### src/rtl/multi_chan_xform_pipe_if.sv
// Streaming interface for multi_chan_xform_pipe.
//   in_valid / in_ready   : producer-side handshake
//   in_data               : NUM_CH channels of W bits, channel c at [c*W +: W]
//   in_mode               : 2-bit mode per channel, channel c at [2c +: 2]
//   out_valid / out_ready : consumer-side handshake
//   out_data              : transformed channels, same packing as in_data
// The master modport is the side that drives the beats in and consumes them out (the bench);
// the slave modport is the transform block itself.
interface multi_chan_xform_pipe_if #(
    parameter int unsigned NUM_CH = 2,
    parameter int unsigned W      = 4
);
    logic                   in_valid;
    logic                   in_ready;
    logic [NUM_CH*W-1:0]    in_data;
    logic [2*NUM_CH-1:0]    in_mode;
    logic                   out_valid;
    logic                   out_ready;
    logic [NUM_CH*W-1:0]    out_data;

    modport master (
        output in_valid, in_data, in_mode, out_ready,
        input  in_ready, out_valid, out_data
    );

    modport slave (
        input  in_valid, in_data, in_mode, out_ready,
        output in_ready, out_valid, out_data
    );
endinterface

### src/rtl/multi_chan_xform_pipe.sv
// Multi-channel bitwise transform followed by a STAGES-deep valid/ready pipeline.
// Each of NUM_CH channels (W bits) is passed, inverted, bit-reversed or zeroed according to its
// own 2-bit mode, sampled together with the data in the accept cycle. Results move through a
// registered pipeline with full backpressure and bubble collapsing; completed output transfers
// are counted modulo 2^CNT_W.
// Ports:
//   clk        : clock, rising edge
//   rst_n      : synchronous active-low reset
//   bus        : streaming interface (slave modport), see multi_chan_xform_pipe_if
//   xfer_count : number of completed output transfers, wraps silently
module multi_chan_xform_pipe #(
    parameter int unsigned NUM_CH = 2,
    parameter int unsigned W      = 4,
    parameter int unsigned STAGES = 2,
    parameter int unsigned CNT_W  = 8
) (
    input  logic                        clk,
    input  logic                        rst_n,
    multi_chan_xform_pipe_if.slave      bus,
    output logic [CNT_W-1:0]            xfer_count
);

    localparam int unsigned DW = NUM_CH * W;

    logic [STAGES-1:0] v_q;
    logic [DW-1:0]     d_q [STAGES];
    logic [STAGES-1:0] rdy;
    logic [DW-1:0]     xf;
    logic [CNT_W-1:0]  xfer_count_q;

    // Per-channel transform of the incoming beat.
    logic [W-1:0] ch;
    logic [W-1:0] rev;
    always_comb begin
        xf  = '0;
        ch  = '0;
        rev = '0;
        for (int c = 0; c < int'(NUM_CH); c++) begin
            ch = bus.in_data[c*W +: W];
            for (int i = 0; i < int'(W); i++) begin
                rev[i] = ch[int'(W) - 1 - i];
            end
            case (bus.in_mode[2*c +: 2])
                2'b00:   xf[c*W +: W] = ch;
                2'b01:   xf[c*W +: W] = ~ch;
                2'b10:   xf[c*W +: W] = rev;
                default: xf[c*W +: W] = '0;
            endcase
        end
    end

    // Ready ripples back from the consumer; an empty stage is always ready, so bubbles collapse.
    logic r;
    always_comb begin
        rdy = '0;
        r   = !v_q[STAGES-1] || bus.out_ready;
        rdy[STAGES-1] = r;
        for (int k = int'(STAGES) - 2; k >= 0; k--) begin
            r      = !v_q[k] || r;
            rdy[k] = r;
        end
    end

    always_ff @(posedge clk) begin
        if (!rst_n) begin
            v_q <= '0;
            for (int k = 0; k < int'(STAGES); k++) begin
                d_q[k] <= '0;
            end
        end else begin
            if (rdy[0]) begin
                v_q[0] <= bus.in_valid;
                if (bus.in_valid) begin
                    d_q[0] <= xf;
                end
            end
            for (int k = 1; k < int'(STAGES); k++) begin
                if (rdy[k]) begin
                    v_q[k] <= v_q[k-1];
                    // Data only moves with a valid beat so an idle output keeps its last value.
                    if (v_q[k-1]) begin
                        d_q[k] <= d_q[k-1];
                    end
                end
            end
        end
    end

    always_ff @(posedge clk) begin
        if (!rst_n) begin
            xfer_count_q <= '0;
        end else if (v_q[STAGES-1] && bus.out_ready) begin
            xfer_count_q <= xfer_count_q + CNT_W'(1);
        end
    end

    assign bus.in_ready  = rdy[0];
    assign bus.out_valid = v_q[STAGES-1];
    assign bus.out_data  = d_q[STAGES-1];
    assign xfer_count    = xfer_count_q;

endmodule

### src/flat_wrapper.sv
// flat-port wrapper written by rule: the top's interface ports become plain ports
module multi_chan_xform_pipe_flat 
#(
    parameter int unsigned NUM_CH = 2,
    parameter int unsigned W      = 4,
    parameter int unsigned STAGES = 2,
    parameter int unsigned CNT_W  = 8
)
  (clk, rst_n, xfer_count, bus_in_valid, bus_in_data, bus_in_mode, bus_out_ready, bus_in_ready, bus_out_valid, bus_out_data);
  multi_chan_xform_pipe_if #(.NUM_CH(NUM_CH), .W(W)) bus_i ();
  input  logic clk;
  input  logic rst_n;
  output logic [CNT_W-1:0] xfer_count;
  input wire logic [$bits(bus_i.in_valid)-1:0] bus_in_valid;
  input wire logic [$bits(bus_i.in_data)-1:0] bus_in_data;
  input wire logic [$bits(bus_i.in_mode)-1:0] bus_in_mode;
  input wire logic [$bits(bus_i.out_ready)-1:0] bus_out_ready;
  output wire logic [$bits(bus_i.in_ready)-1:0] bus_in_ready;
  output wire logic [$bits(bus_i.out_valid)-1:0] bus_out_valid;
  output wire logic [$bits(bus_i.out_data)-1:0] bus_out_data;
  assign bus_i.in_valid = bus_in_valid;
  assign bus_i.in_data = bus_in_data;
  assign bus_i.in_mode = bus_in_mode;
  assign bus_i.out_ready = bus_out_ready;
  assign bus_in_ready = bus_i.in_ready;
  assign bus_out_valid = bus_i.out_valid;
  assign bus_out_data = bus_i.out_data;
  multi_chan_xform_pipe #(.NUM_CH(NUM_CH), .W(W), .STAGES(STAGES), .CNT_W(CNT_W)) u_core (.clk(clk), .rst_n(rst_n), .bus(bus_i), .xfer_count(xfer_count));
endmodule
### config.mk
export PLATFORM = sky130hd
export DESIGN_NAME = multi_chan_xform_pipe_flat
export DESIGN_NICKNAME = d
export VERILOG_FILES = /design/src/rtl/multi_chan_xform_pipe_if.sv /design/src/rtl/multi_chan_xform_pipe.sv /design/src/flat_wrapper.sv
export SDC_FILE = /design/constraint.sdc
export NUM_CORES = 1
export LEC_CHECK = 0
export ABC_AREA = 1
export CORE_ASPECT_RATIO = 0.7
export CORE_MARGIN = 2
export CORE_UTILIZATION = 44
export DETAILED_ROUTE_END_ITERATION = 10
export GPL_ROUTABILITY_DRIVEN = 0
export PLACE_DENSITY = 0.75
export SLEW_MARGIN = 25
export SYNTH_ARGS = -nofsm -noshare
export SYNTH_HDL_FRONTEND = slang
export SYNTH_SLANG_ARGS = --single-unit
### constraint.sdc
create_clock -name clk -period 1.3 [get_ports clk]
set_input_delay 0.325 -clock clk [delete_from_list [all_inputs] [get_ports clk]]
set_output_delay 0.325 -clock clk [all_outputs]
set_load 0.005 [all_outputs]
==> parameters.txt <==
Parameter                              Value

Synthesis
  Gate count of the mapped netlist ... 169
  Most common flop cell mapped by yosys ... sky130_fd_sc_hd__edfxtp_1
  Library cells used by synthesis ... 25
  Dominant cells by area after synthesis ... sky130_fd_sc_hd__edfxtp_1 (33%), sky130_fd_sc_hd__dfxtp_1 (14%), sky130_fd_sc_hd__nand2_1 (8.3%)
  EDFF count, synth ... 16
  Proportion of synthesized chip area in sequential cells ... 0.473
  Cell Area, Synth ... 1440 um^2
  Async S/R FF share, synth ... 0
  Number of warnings issued by yosys ... 0
  Area share of the leading cell type in the synthesized netlist ... 0.334
  FF+latch count, synth ... 26
  Net Count, Synth ... 186
  Avg Inst Size Synth ... 8.51 um^2
  Dominant cell type by area after synthesis ... sky130_fd_sc_hd__edfxtp_1

Cells and area
  Count of filler cells inserted in the layout ... 245
  Antenna diodes ... 0
  Count of nets after finishing ... 231
  Fin util ... 0.631
  Area growth from synthesis to final layout ... 37.2%
  Final cell area excluding filler cells ... 1970 um^2
  Final Non-Filler Cells ... 251
  Share of layout cells above drive strength 1 ... 0.249

Clock tree
  H-tree depth reported by CTS ... 1
  CTS tree ... yes
  Clock buffer depth ... 2
  Root buffer cell ... sky130_fd_sc_hd__clkbuf_8
  Skew-Pair Late Insertion Delay ... 0.27 ns
  Clock transition at path regs ... 0.09 ns
  Number of sinks handled by clock tree synthesis ... 26
  Cts bufs inserted ... 3

Route
  Drt drc ... 0
  Total iterations of the first detailed-routing run ... 4
  Vias/cell ... 4.73
  Final wirelength ... 2.84 mm
  Final antenna-violating net count ... 0
  Via count of the routed design ... 1187
  Starting DRT DRC Count ... 44
  Post-DR wirelength/cell ... 11.3 um

Setup path
  R2r setup slk ... 0.06 ns
  Crit path launch type ... flop
  Required time reported for the critical path endpoint ... 0.98 ns
  Worst Path Class, Setup ... reg2out
  CP Capture Type ... output pin
  Data arrival time of the critical path ... 0.93 ns
  CP max FO ... 3

Global route
  Number of antenna violations at the first check in global routing ... 0
  Total global-route track usage ... 0.169
  Wire length of the first global-routing pass ... 4.94 mm
  Overflow left after global routing ... 0
  Largest net degree at the start of global routing ... 17
  Vias in the first global route ... 1172

Run
  Number of max-cap violations ... 0

Timing
  Period minus WS final ... 1.25 ns
  Unrepaired setup endpoints after global routing ... false
  Final hold viol count ... 0
  Final slew viol count ... 0
  Relative slew slack ... 0.757
  Max frequency ... 0.799 GHz
  Worst clock skew ... 0.00196 ns
  Final setup violating endpoints ... 0
  Post-route setup slack ... 0.0487 ns
  Final Cycle Share ... 0.963
  Worst-margin pin slew ... 0.364 ns

Placement
  Post-placement worst setup slack ... -0.461 ns
  Port Buffer Count ... 33
  Detailed-placement wirelength estimate ... 2.16 mm
  Placed standard-cell area ... 1890 um^2
  Number of cells after detailed placement ... 244

Floorplan
  Number of top-level pins ... 34
  Width of the chip ... 72.4 um
  Core Rows ... 17
  Placeable core region ... 3130 um^2
  Effective utilization at floorplan ... 0.460
  Area enclosed by the die boundary ... 3750 um^2
  Height of the die ... 51.8 um

Power and ir drop
  Cell area power density ... 967 nW/um^2
  Post-layout total power ... 0.00191 W
  Peak supply drop ... 0.000841 V
  Leakage power total ... 0.927 nW

Hold path
  Type of the most critical hold path ... reg2reg

Status
  Status ... completed
[where the power goes]
| group | switching (W) | internal, W | total, W |
|---|---|---|---|
| Sequential | 0.0000148 | 0.000933 | 0.000948 |
| Clock | 0.000255 | 0.000412 | 0.000667 |
| Combinational | 0.000143 | 0.000152 | 0.000295 |
| Total | 0.000412 | 0.00150 | 0.00191 |
[logic make-up (layout without fill, tap and decap cells)]
| kind of cell | after synthesis | after routing | share of synthesized area |
|---|---|---|---|
| compound gates | 34 | 34 | 0.163 |
| fa+ha+maj | 1 | 1 | 0.00869 |
| buf+inv | 37 | 81 | 0.130 |
| flops | 26 | 26 | 0.473 |
| simple gates | 71 | 71 | 0.225 |
[per-stage QoR]
stage | TNS, ns | hold slack [ns]
floorplan | 0 | 0.459
finish | 0 | 0.538
global placement | -12.36 | 0.487
detailed placement | -14.56 | 0.492
CTS | -0.0370 | 0.505
global route | 0 | 0.558
[Yosys cell counts (3+ instances only)]
| master | count |
|---|---|
| sky130_fd_sc_hd__inv_1 | 23 |
| sky130_fd_sc_hd__edfxtp_1 | 16 |
| sky130_fd_sc_hd__a21boi_0 | 3 |
| sky130_fd_sc_hd__nand2_1 | 32 |
| sky130_fd_sc_hd__buf_2 | 3 |
| sky130_fd_sc_hd__a21oi_2 | 9 |
| sky130_fd_sc_hd__a21boi_1 | 3 |
| sky130_fd_sc_hd__o21ai_0 | 9 |
| sky130_fd_sc_hd__nor2_1 | 17 |
| sky130_fd_sc_hd__a21oi_1 | 7 |
| sky130_fd_sc_hd__dfxtp_1 | 10 |
| sky130_fd_sc_hd__buf_4 | 8 |
| sky130_fd_sc_hd__nand3_1 | 14 |
[worst max-delay path: stages (launching register included)]
cell	delay, ns
sky130_fd_sc_hd__dfxtp_2	0.34
sky130_fd_sc_hd__buf_4	0.14
sky130_fd_sc_hd__nand3_4	0.07
sky130_fd_sc_hd__clkbuf_2	0.11
[layout by cell type, fill, tap and decap left out, types with 2 or more instances in the layout]
master,n
sky130_fd_sc_hd__o21ai_0,9
sky130_fd_sc_hd__dfxtp_1,2
sky130_fd_sc_hd__dfxtp_2,8
sky130_fd_sc_hd__edfxtp_1,16
sky130_fd_sc_hd__dlymetal6s2s_1,2
sky130_fd_sc_hd__buf_4,17
sky130_fd_sc_hd__nand3_4,2
sky130_fd_sc_hd__dlygate4sd2_1,19
sky130_fd_sc_hd__nand2_1,31
sky130_fd_sc_hd__nand3_1,14
sky130_fd_sc_hd__a21boi_1,6
sky130_fd_sc_hd__a21oi_1,7
sky130_fd_sc_hd__a21boi_2,2
sky130_fd_sc_hd__nand2_2,3
sky130_fd_sc_hd__inv_1,23
sky130_fd_sc_hd__a21oi_2,9
sky130_fd_sc_hd__buf_12,3
sky130_fd_sc_hd__nor2_1,17
sky130_fd_sc_hd__clkbuf_8,3
sky130_fd_sc_hd__clkdlybuf4s50_1,11
[routing by layer]
layer  GRT usage  vias up  routed length [um]
li1            -      627                   -
met1       0.221      524                1360
met3      0.0310        4                 109
met4      0.0566        0                  38
met2       0.284       32                1330
met5           0        -                   0
[registers in the layout, indices dropped and copies added, names as in the netlist]
| name | flops |
|---|---|
| u_core.xfer_count | 8 |
| u_core.v_q | 2 |
| u_core.d_q | 16 |
[final timing paths]
check / to / depth (start not counted) / startpoint
max: bus_in_ready / 3 / u_core.v_q[1]
min: u_core.v_q[1] / 2 / u_core.v_q[0]
max reg2reg: u_core.d_q[0][12] / 6 / u_core.v_q[1]
min reg2reg: u_core.v_q[1] / 2 / u_core.v_q[0]
[final cells by class]
class                           count  area, um^2  area share
Clock buffer                        3        41.3      0.0209
Clock inverter                      1        30.0      0.0152
Inverter                           24        90.1      0.0456
Multi-Input combinational cell    106         581       0.294
Sequential cell                    26         691       0.350
Tap cell                           38        47.5      0.0241
Timing Repair Buffer               53         494       0.250
[what timing repair did]
| action | CTS | global route |
|---|---|---|
| setup buffers | 3 | 0 |
| endpoints found under the setup margin | 52 | 19 |
| gates resized for setup | 28 | 8 |
| hold buffers | 0 | 0 |
(Power assumes the default switching activity.)
